==> src/rtl/ft600_rx_frame_parser.sv <==
// ft600_rx_frame_parser: unpacks FT600 words into a byte FIFO and parses [SYNC][LEN][PAYLOAD][CSUM] frames
// Ports: ftdi_clk/rst_n (async active-low); in_valid/in_data/in_be captured words, in_afull backpressure;
// out_valid/out_data/out_last/out_ready payload stream; frame_ok/frame_err/err_code per-frame status;
// overflow sticky drop flag cleared by clear_overflow.
module ft600_rx_frame_parser #(
  parameter int         FIFO_DEPTH = 16,
  parameter logic [7:0] SYNC_BYTE  = 8'hA5,
  parameter int         MAX_LEN    = 64
) (
  input  logic        ftdi_clk,
  input  logic        rst_n,
  input  logic        in_valid,
  input  logic [15:0] in_data,
  input  logic [1:0]  in_be,
  output logic        in_afull,
  output logic        out_valid,
  output logic [7:0]  out_data,
  output logic        out_last,
  input  logic        out_ready,
  output logic        frame_ok,
  output logic        frame_err,
  output logic [1:0]  err_code,
  output logic        overflow,
  input  logic        clear_overflow
);
  localparam int AW = $clog2(FIFO_DEPTH);
  localparam int CW = AW + 1;
  localparam logic [7:0] MAX_L = 8'(MAX_LEN);
  typedef enum logic [1:0] {HUNT, LEN, PAYLOAD, CSUM} state_t;
  state_t state, state_nxt;
  logic [7:0] mem [FIFO_DEPTH];
  logic [AW-1:0] wr_ptr, rd_ptr, wr_ptr1;
  logic [CW-1:0] count, count_nxt, free;
  logic [1:0] n_wr, nw;
  logic drop, pop, empty, ok_nxt, err_nxt;
  logic [1:0] code_nxt;
  logic [7:0] head, remaining, csum;
  // Space is judged against the pre-pop count, so a word is never accepted on the strength of a same-cycle pop.
  always_comb begin
    n_wr = in_valid ? {1'b0, in_be[0]} + {1'b0, in_be[1]} : 2'd0;
    free = CW'(FIFO_DEPTH) - count;
    drop = n_wr != 2'd0 && free < CW'(n_wr);
    nw = drop ? 2'd0 : n_wr;
    wr_ptr1 = wr_ptr + AW'(1);
    count_nxt = count + CW'(nw) - CW'(pop);
    head = mem[rd_ptr];
    empty = count == '0;
  end
  always_ff @(posedge ftdi_clk) begin
    if (nw != 2'd0) mem[wr_ptr] <= in_be[0] ? in_data[7:0] : in_data[15:8];
    if (nw == 2'd2) mem[wr_ptr1] <= in_data[15:8];
  end
  always_comb begin
    state_nxt = state;
    pop = 1'b0;
    ok_nxt = 1'b0;
    err_nxt = 1'b0;
    code_nxt = err_code;
    case (state)
      HUNT: if (!empty) begin
        pop = 1'b1;
        state_nxt = head == SYNC_BYTE ? LEN : HUNT;
      end
      LEN: if (!empty) begin
        pop = 1'b1;
        err_nxt = head == 8'd0 || head > MAX_L;
        code_nxt = err_nxt ? 2'd1 : err_code;
        state_nxt = err_nxt ? HUNT : PAYLOAD;
      end
      PAYLOAD: if (!empty && out_ready) begin
        pop = 1'b1;
        state_nxt = remaining == 8'd1 ? CSUM : PAYLOAD;
      end
      CSUM: if (!empty) begin
        pop = 1'b1;
        ok_nxt = head == csum;
        err_nxt = head != csum;
        code_nxt = err_nxt ? 2'd2 : err_code;
        state_nxt = HUNT;
      end
    endcase
  end
  always_ff @(posedge ftdi_clk or negedge rst_n)
    if (!rst_n) state <= HUNT;
    else state <= state_nxt;
  always_ff @(posedge ftdi_clk or negedge rst_n) begin
    if (!rst_n) begin
      wr_ptr <= '0;
      rd_ptr <= '0;
      count <= '0;
      in_afull <= 1'b0;
      overflow <= 1'b0;
      remaining <= 8'd0;
      csum <= 8'd0;
      frame_ok <= 1'b0;
      frame_err <= 1'b0;
      err_code <= 2'd0;
    end else begin
      wr_ptr <= wr_ptr + AW'(nw);
      rd_ptr <= rd_ptr + AW'(pop);
      count <= count_nxt;
      in_afull <= CW'(FIFO_DEPTH) - count_nxt < CW'(4);
      overflow <= drop ? 1'b1 : clear_overflow ? 1'b0 : overflow;
      remaining <= state == LEN && pop ? head : state == PAYLOAD && pop ? remaining - 8'd1 : remaining;
      csum <= state == LEN && pop ? head : state == PAYLOAD && pop ? csum + head : csum;
      frame_ok <= ok_nxt;
      frame_err <= err_nxt;
      err_code <= code_nxt;
    end
  end
  assign out_valid = state == PAYLOAD && !empty;
  assign out_data = out_valid ? head : 8'd0;
  assign out_last = out_valid && remaining == 8'd1;
endmodule

==> config.mk <==
export PLATFORM = sky130hd
export DESIGN_NAME = ft600_rx_frame_parser
export DESIGN_NICKNAME = d
export VERILOG_FILES = /design/src/rtl/ft600_rx_frame_parser.sv
export SDC_FILE = /design/constraint.sdc
export NUM_CORES = 1
export LEC_CHECK = 0
export BUFFER_PORTS_ARGS = -buffer_cell sky130_fd_sc_hd__clkbuf_2
export CORE_MARGIN = 10
export CORE_UTILIZATION = 53
export DETAILED_ROUTE_END_ITERATION = 8
export PLACE_DENSITY = 0.73
export SYNTH_ARGS = -nofsm -noshare
export SYNTH_HDL_FRONTEND = slang
export SYNTH_SLANG_ARGS = --single-unit
export TNS_END_PERCENT = 20
==> constraint.sdc <==
create_clock -name ftdi_clk -period 3.2 [get_ports ftdi_clk]
set_input_delay 0.32 -clock ftdi_clk [delete_from_list [all_inputs] [get_ports ftdi_clk]]
set_output_delay 0.32 -clock ftdi_clk [all_outputs]
set_load 0.05 [all_outputs]
### Yosys cells after proc, flatten, opt, wreduce, memory -nomap -nowiden

Memory sizes are Yosys's and may differ from the RTL's.
Index checks and enable logic that the tools add are counted.

| operators by class | value |
|---|---|
| add/subtract/negate cells | 10 |
| order comparisons | 3 |
| equal/unequal tests | 14 |
| multiplexer cells | 35 |
| reduce and logical (&&, ||, !) cells | 19 |

Operator list:

| operator | number |
|---|---|
| $mux 8 | 6 |
| $mux 2 | 11 |
| $mux 1 | 14 |
| $ne 2x2->1 const B | 6 |
| $reduce_bool 2->1 | 5 |
| $sub 5x5->5 const A | 2 |
| $add 8x8->8 | 1 |
| $eq 8x1->1 const B | 1 |
| $eq 8x8->1 | 1 |
| $eq 8x8->1 const B | 1 |
| $gt 8x7->1 const B | 1 |
| $logic_not 8->1 | 1 |
| $ne 8x8->1 | 1 |
| $pmux 2 s4 | 1 |
| $sub 8x1->8 const B | 1 |
| $eq 2x2->1 const B | 3 |
| $logic_and 1x1->1 | 6 |
| $add 5x2->5 | 1 |
| $logic_not 5->1 | 1 |
| $lt 5x2->1 | 1 |
| $lt 5x3->1 const B | 1 |
| $reduce_and 5->1 | 1 |
| $sub 5x1->5 | 1 |
| $add 4x1->4 | 1 |
| 11 further kinds | 12 |

| word-level totals | value |
|---|---|
| register bits after elaboration | 37 |
| RAM bits | 128 |
| input port bits | 23 |
| output and inout port bits | 16 |
| logic and storage cells | 93 |
| memories | 1 |

Memories:

| memory | depth | width | rd ports | clocked after Yosys merged registers in | write ports | line | RTL |
|---|---|---|---|---|---|---|---|
| mem | 16 | 8 | 1 | 0 | 2 | 31 | `logic [7:0] mem [FIFO_DEPTH];` |

### Depth between registers and ports, before layout

| depth | value |
|---|---|
| depth after elaboration | 9 |
| gate-level depth with buffers | 20 |
| gate-level depth less buffers | 20 |

### Worst setup path before layout

Ideal clock, no wire load.

| path | value |
|---|---|
| path type | flip-flop to flip-flop |
| from | reg rd_ptr[1] |
| to | reg err_code[1] |
| setup time | 133 ps |
| arrival time | 3341 ps |
| data required time | 3067 ps |
| slack | -274 ps |
| cell stages (with the launch flop) | 13 |
| cells stage by stage | dfrtp_1 > clkbuf_1 > buf_2 > buf_2 > mux4_2 > a22o_1 > or2_2 > ha_1 > or4_1 > nor4_1 > a21oi_1 > a31oi_1 > o211ai_1 |

| between the ends | value |
|---|---|
| word-level cells in the longest chain between the ends | 5 |
| elaborated cells on any way between the ends | 8 |

Ends and longest elaborated chain:

| what | line | RTL |
|---|---|---|
| start, declared | 32 | `logic [AW-1:0] wr_ptr, rd_ptr, wr_ptr1;` |
| start signal, assigned | 100 | `rd_ptr <= rd_ptr + AW'(pop);` |
| $mem_v2 16x8 (*) | n/a |  |
| $gt 8x7->1 or $logic_not 8->1 (tied branches) | 66 | `err_nxt = head == 8'd0 \|\| head > MAX_L;` |
| $logic_or 1x1->1 | 66 |  |
| $ne 2x2->1 (no source line) | n/a |  |
| $reduce_and 5->1 (no source line) (*) | n/a |  |
| end signal, assigned | 108 | `err_code <= code_nxt;` |
| end, declared | 22 | `output logic [1:0] err_code,` |

Mark *: on every way between the ends. The rest lies on a longest branch, timed or not.
A chain may end at the register's enable or synchronous reset.

### Final worst setup path

| path | value |
|---|---|
| from | reg rd_ptr[0] |
| to | reg csum[7] |

| between the ends | value |
|---|---|
| word-level cells in the longest chain between the ends | 4 |

Ends and longest elaborated chain:

| what | line | RTL |
|---|---|---|
| $mem_v2 16x8 (*) | n/a |  |
| $add 8x8->8 | 105 | `csum <= state == LEN && pop ? head : state == PAYLOAD && pop ? csum + head : csum;` |
| $mux 8 | 105 |  |
| $mux 8 (*) | 105 |  |
| end signal, assigned | 105 |  |
| end, declared | 37 | `logic [7:0] head, remaining, csum;` |

Mark *: on every way between the ends. The rest lies on a longest branch, timed or not. The select of a mux whose other input is x is not followed.

==> results.md <==
- Syn Nets: 708
- Initial Utilization: 0.5369
- Layout cells sized above 1: 0.4902
- Initial antenna violation count: 0
- VDD IR max: 0.0007071 V
- Largest net degree at the start of global routing: 38
- Power Total: 10.17 mW
- CP arrival: 3560 ps
- Starting DRT DRC Count: 450
- Layout Skew: 8.917 ps
- Sw Share: 0.3827
- Sum Neg Setup Slack: -103.4 ps
- Internal Pwr Total: 6.281 mW
- Cell count after synthesis: 658
- CTS Hold Buffers Added: 0
- Max frequency: 307.5 MHz
- Fin crit share: 1.016
- H-tree depth: 4
- Total grt overflow: 0
- Clk buf depth: 2
- Yosys top cell by area: edfxtp_1
- Status: finished, violations left
- HP Class: primary input to asynchronous set/reset pin
- EDFF count, synth: 128
- Clk Latency, worst-skew pair: 430 ps
- Die area: 23,150 µm²
- Post-DP HPWL: 15,690 µm
- Core Region: 17,240 µm²
- Clk network pwr share: 0.190
- LEAKAGE: 4.019 nW
- Seq/Total Area, Yosys: 0.5153
- Row cnt: 48
- Synthesis-to-finish area growth: 18.32%
- Failing checks: setup timing
- Synth area leaders: edfxtp_1 (42%), mux2_2 (17%), dfrtp_1 (10%)
- Post-synth ARST share: 0.2242
- Setup crit end kind: flop
- Crit Path Max Fanout: 7
- Vias in the first global route: 6,418
- Required time of the critical path: 3510 ps
- Slew margin rel.: 0.2805
- Drt total wl: 22,920 µm
- CTS sink count: 165
- Worst setup SP type: flop
- Detailed Routing Iterations Pass 1: 5
- Fin crit period: 3253 ps
- Synth top cells by count: mux2_2 (137), edfxtp_1 (128), nor2_1 (38)
- Via/cell ratio: 6.072
- Reg clk slew, reported paths: 70 ps
- RSZ-0062 raised after global routing: true
- Worst Max-Slew Pin Slew: 1075 ps
- First-pass GRT wire length: 35,980 µm
- Final worst setup slack: -52.51 ps
- Hold Vio Cnt, Final: 0
- Share of total power in combinational logic: 0.518
- CTS tree: built
- Vias post-DR: 5,999
- Sequential group share of total power: 0.292
- Max cap viols: 0
- Count of cell types in the netlist: 58
- Pwr Density: 929.1 nW/µm²
- Slew Viols, Final: 0
- Switching power: 3.893 mW
- Synth Flop Type: edfxtp_1
- Synth Register Bits: 165
- YS warnings: 0
- Drt wl/cell: 23.20 µm
- Die X: 152.1 µm
- Ports: 39
- Final setup violation count: 3
- GP Congestion: 0.9006
- Post-synthesis area per instance: 14.07 µm²
- Global Route Usage Sum: 0.1969
- Yosys top cell area share: 0.4153
- CTS Buf Count: 17
- Post-route ant nets: 0
- Die Ht: 152.1 µm
- Final #Nets: 800
- Syn Std Cell Area: 9255 µm²
- Antenna cells: 0
- # DRC: 0
- Root Buffer: clkbuf_16
- I/O Buffers: 38
- Setup CP Type: flop to flop
- Most frequent cell after synthesis: mux2_2
[sequential cells by signal, indices dropped and copies added, names as in the netlist, named ones only]
register,flops
rd_ptr,4
wr_ptr,4
state,1
err_code,2
count,5
mem,128
remaining,8
frame_ok,1
csum,8
frame_err,1
in_afull,1
overflow,1
[cells by family (layout without fill, tap and decap cells)]
group	Yosys count	after routing	share of synthesized area
mux	174	174	0.2582
flops	165	165	0.5153
simple gates	144	144	0.08747
buf+inv	70	175	0.03420
compound gates	60	60	0.04880
fa+ha+maj	27	27	0.03894
xor+xnor	18	18	0.01703
[layer usage]
metal / up-vias / global-route usage / wire length [µm] / part of all wire
met5: - / 0 / 0 / 0
met4: 0 / 0.08024 / 675 / 0.029
met3: 45 / 0.05391 / 1579 / 0.069
met2: 232 / 0.3232 / 11520 / 0.50
met1: 3024 / 0.2405 / 9139 / 0.40
li1: 2698 / - / - / -
[power by group through the flow]
stage | Combinational [mW] | Sequential (mW) | Clock [mW]
after floorplan | 3.27 | 2.91 | 0
after global placement | 4.51 | 2.97 | 0
after detailed placement | 4.65 | 3.00 | 0
after CTS | 4.87 | 2.96 | 1.95
after global routing | 5.70 | 3.01 | 2.04
final | 5.27 | 2.97 | 1.93
[area by class of cell]
cell class | count | area (µm²)
Inverter | 29 | 113.9
Sequential cell | 165 | 4771
Tap cell | 225 | 281.5
Timing Repair Buffer | 114 | 823.3
Clock buffer | 22 | 486.7
Clock inverter | 10 | 66.31
Multi-Input combinational cell | 423 | 4408
Fill cell | 1247 | 6286
[final timing paths]
path,slack (ps),to,start,cells after the start
worst max-delay path,-50,csum[7],rd_ptr[0],12
worst min-delay path,40,count[1],rst_n,1
worst max register to register,-50,csum[7],rd_ptr[0],12
worst min register to register,530,remaining[1],remaining[1],2
max in group asynchronous,2480,rd_ptr[0],rst_n,1
min in group ftdi_clk,90,overflow,clear_overflow,2
[what timing repair did]
item	CTS	global route
gates cloned	0	0
gates resized for setup	10	35
endpoints found under the hold margin	0	0
buffers inserted	1	11
setup endpoints to repair	6	17
pin swaps	5	19
[cells in the final DEF (no fill, tap or decap), types with 4 or more instances in the layout]
| cell | instances |
|---|---|
| clkbuf_2 | 36 |
| inv_1 | 22 |
| mux2_2 | 137 |
| nor3_2 | 15 |
| nand2_1 | 27 |
| a22o_1 | 4 |
| buf_4 | 71 |
| dfrtp_1 | 36 |
| o21ai_1 | 4 |
| o21ai_0 | 7 |
| edfxtp_1 | 128 |
| inv_4 | 6 |
| xnor2_1 | 13 |
| nor2_1 | 36 |
| and2_1 | 8 |
| buf_12 | 5 |
| nor3_1 | 8 |
| a21oi_2 | 4 |
| inv_2 | 5 |
| o21bai_1 | 4 |
| mux4_1 | 5 |
| ha_4 | 10 |
| o211ai_1 | 6 |
| ha_1 | 13 |
| nor4_2 | 4 |
| clkbuf_16 | 19 |
| mux4_2 | 31 |
| nand3_1 | 10 |
| xor2_1 | 5 |
| nand2b_1 | 6 |
[critical path, stage by stage, from the launching register on]
cell and delay (ps):
dfrtp_2 420, buf_12 150, buf_12 120, mux4_2 500
a22o_4 280, or2_4 270, ha_4 270, buf_4 110
nand2_1 70, o211ai_1 250, a21oi_2 110, a32o_1 270
or3_1 310
[through the flow]
stage | area, µm² | std cells | setup slack [ps] | hold slack [ps] | util
floorplan | 9308 | 658 | -122.3 | 24.41 | -
CTS | 10700 | 977 | -42.34 | 62.55 | 0.6209
finish | 10950 | 988 | -52.51 | 41.95 | 0.6353
detailed placement | 10090 | 944 | -188.1 | 507.6 | 0.5854
global placement | 10090 | 944 | -80.62 | 472.1 | 0.5854
global route | 10950 | 988 | -226.1 | 100.9 | 0.6353
No activity file was read; power rests on OpenSTA's default activity.
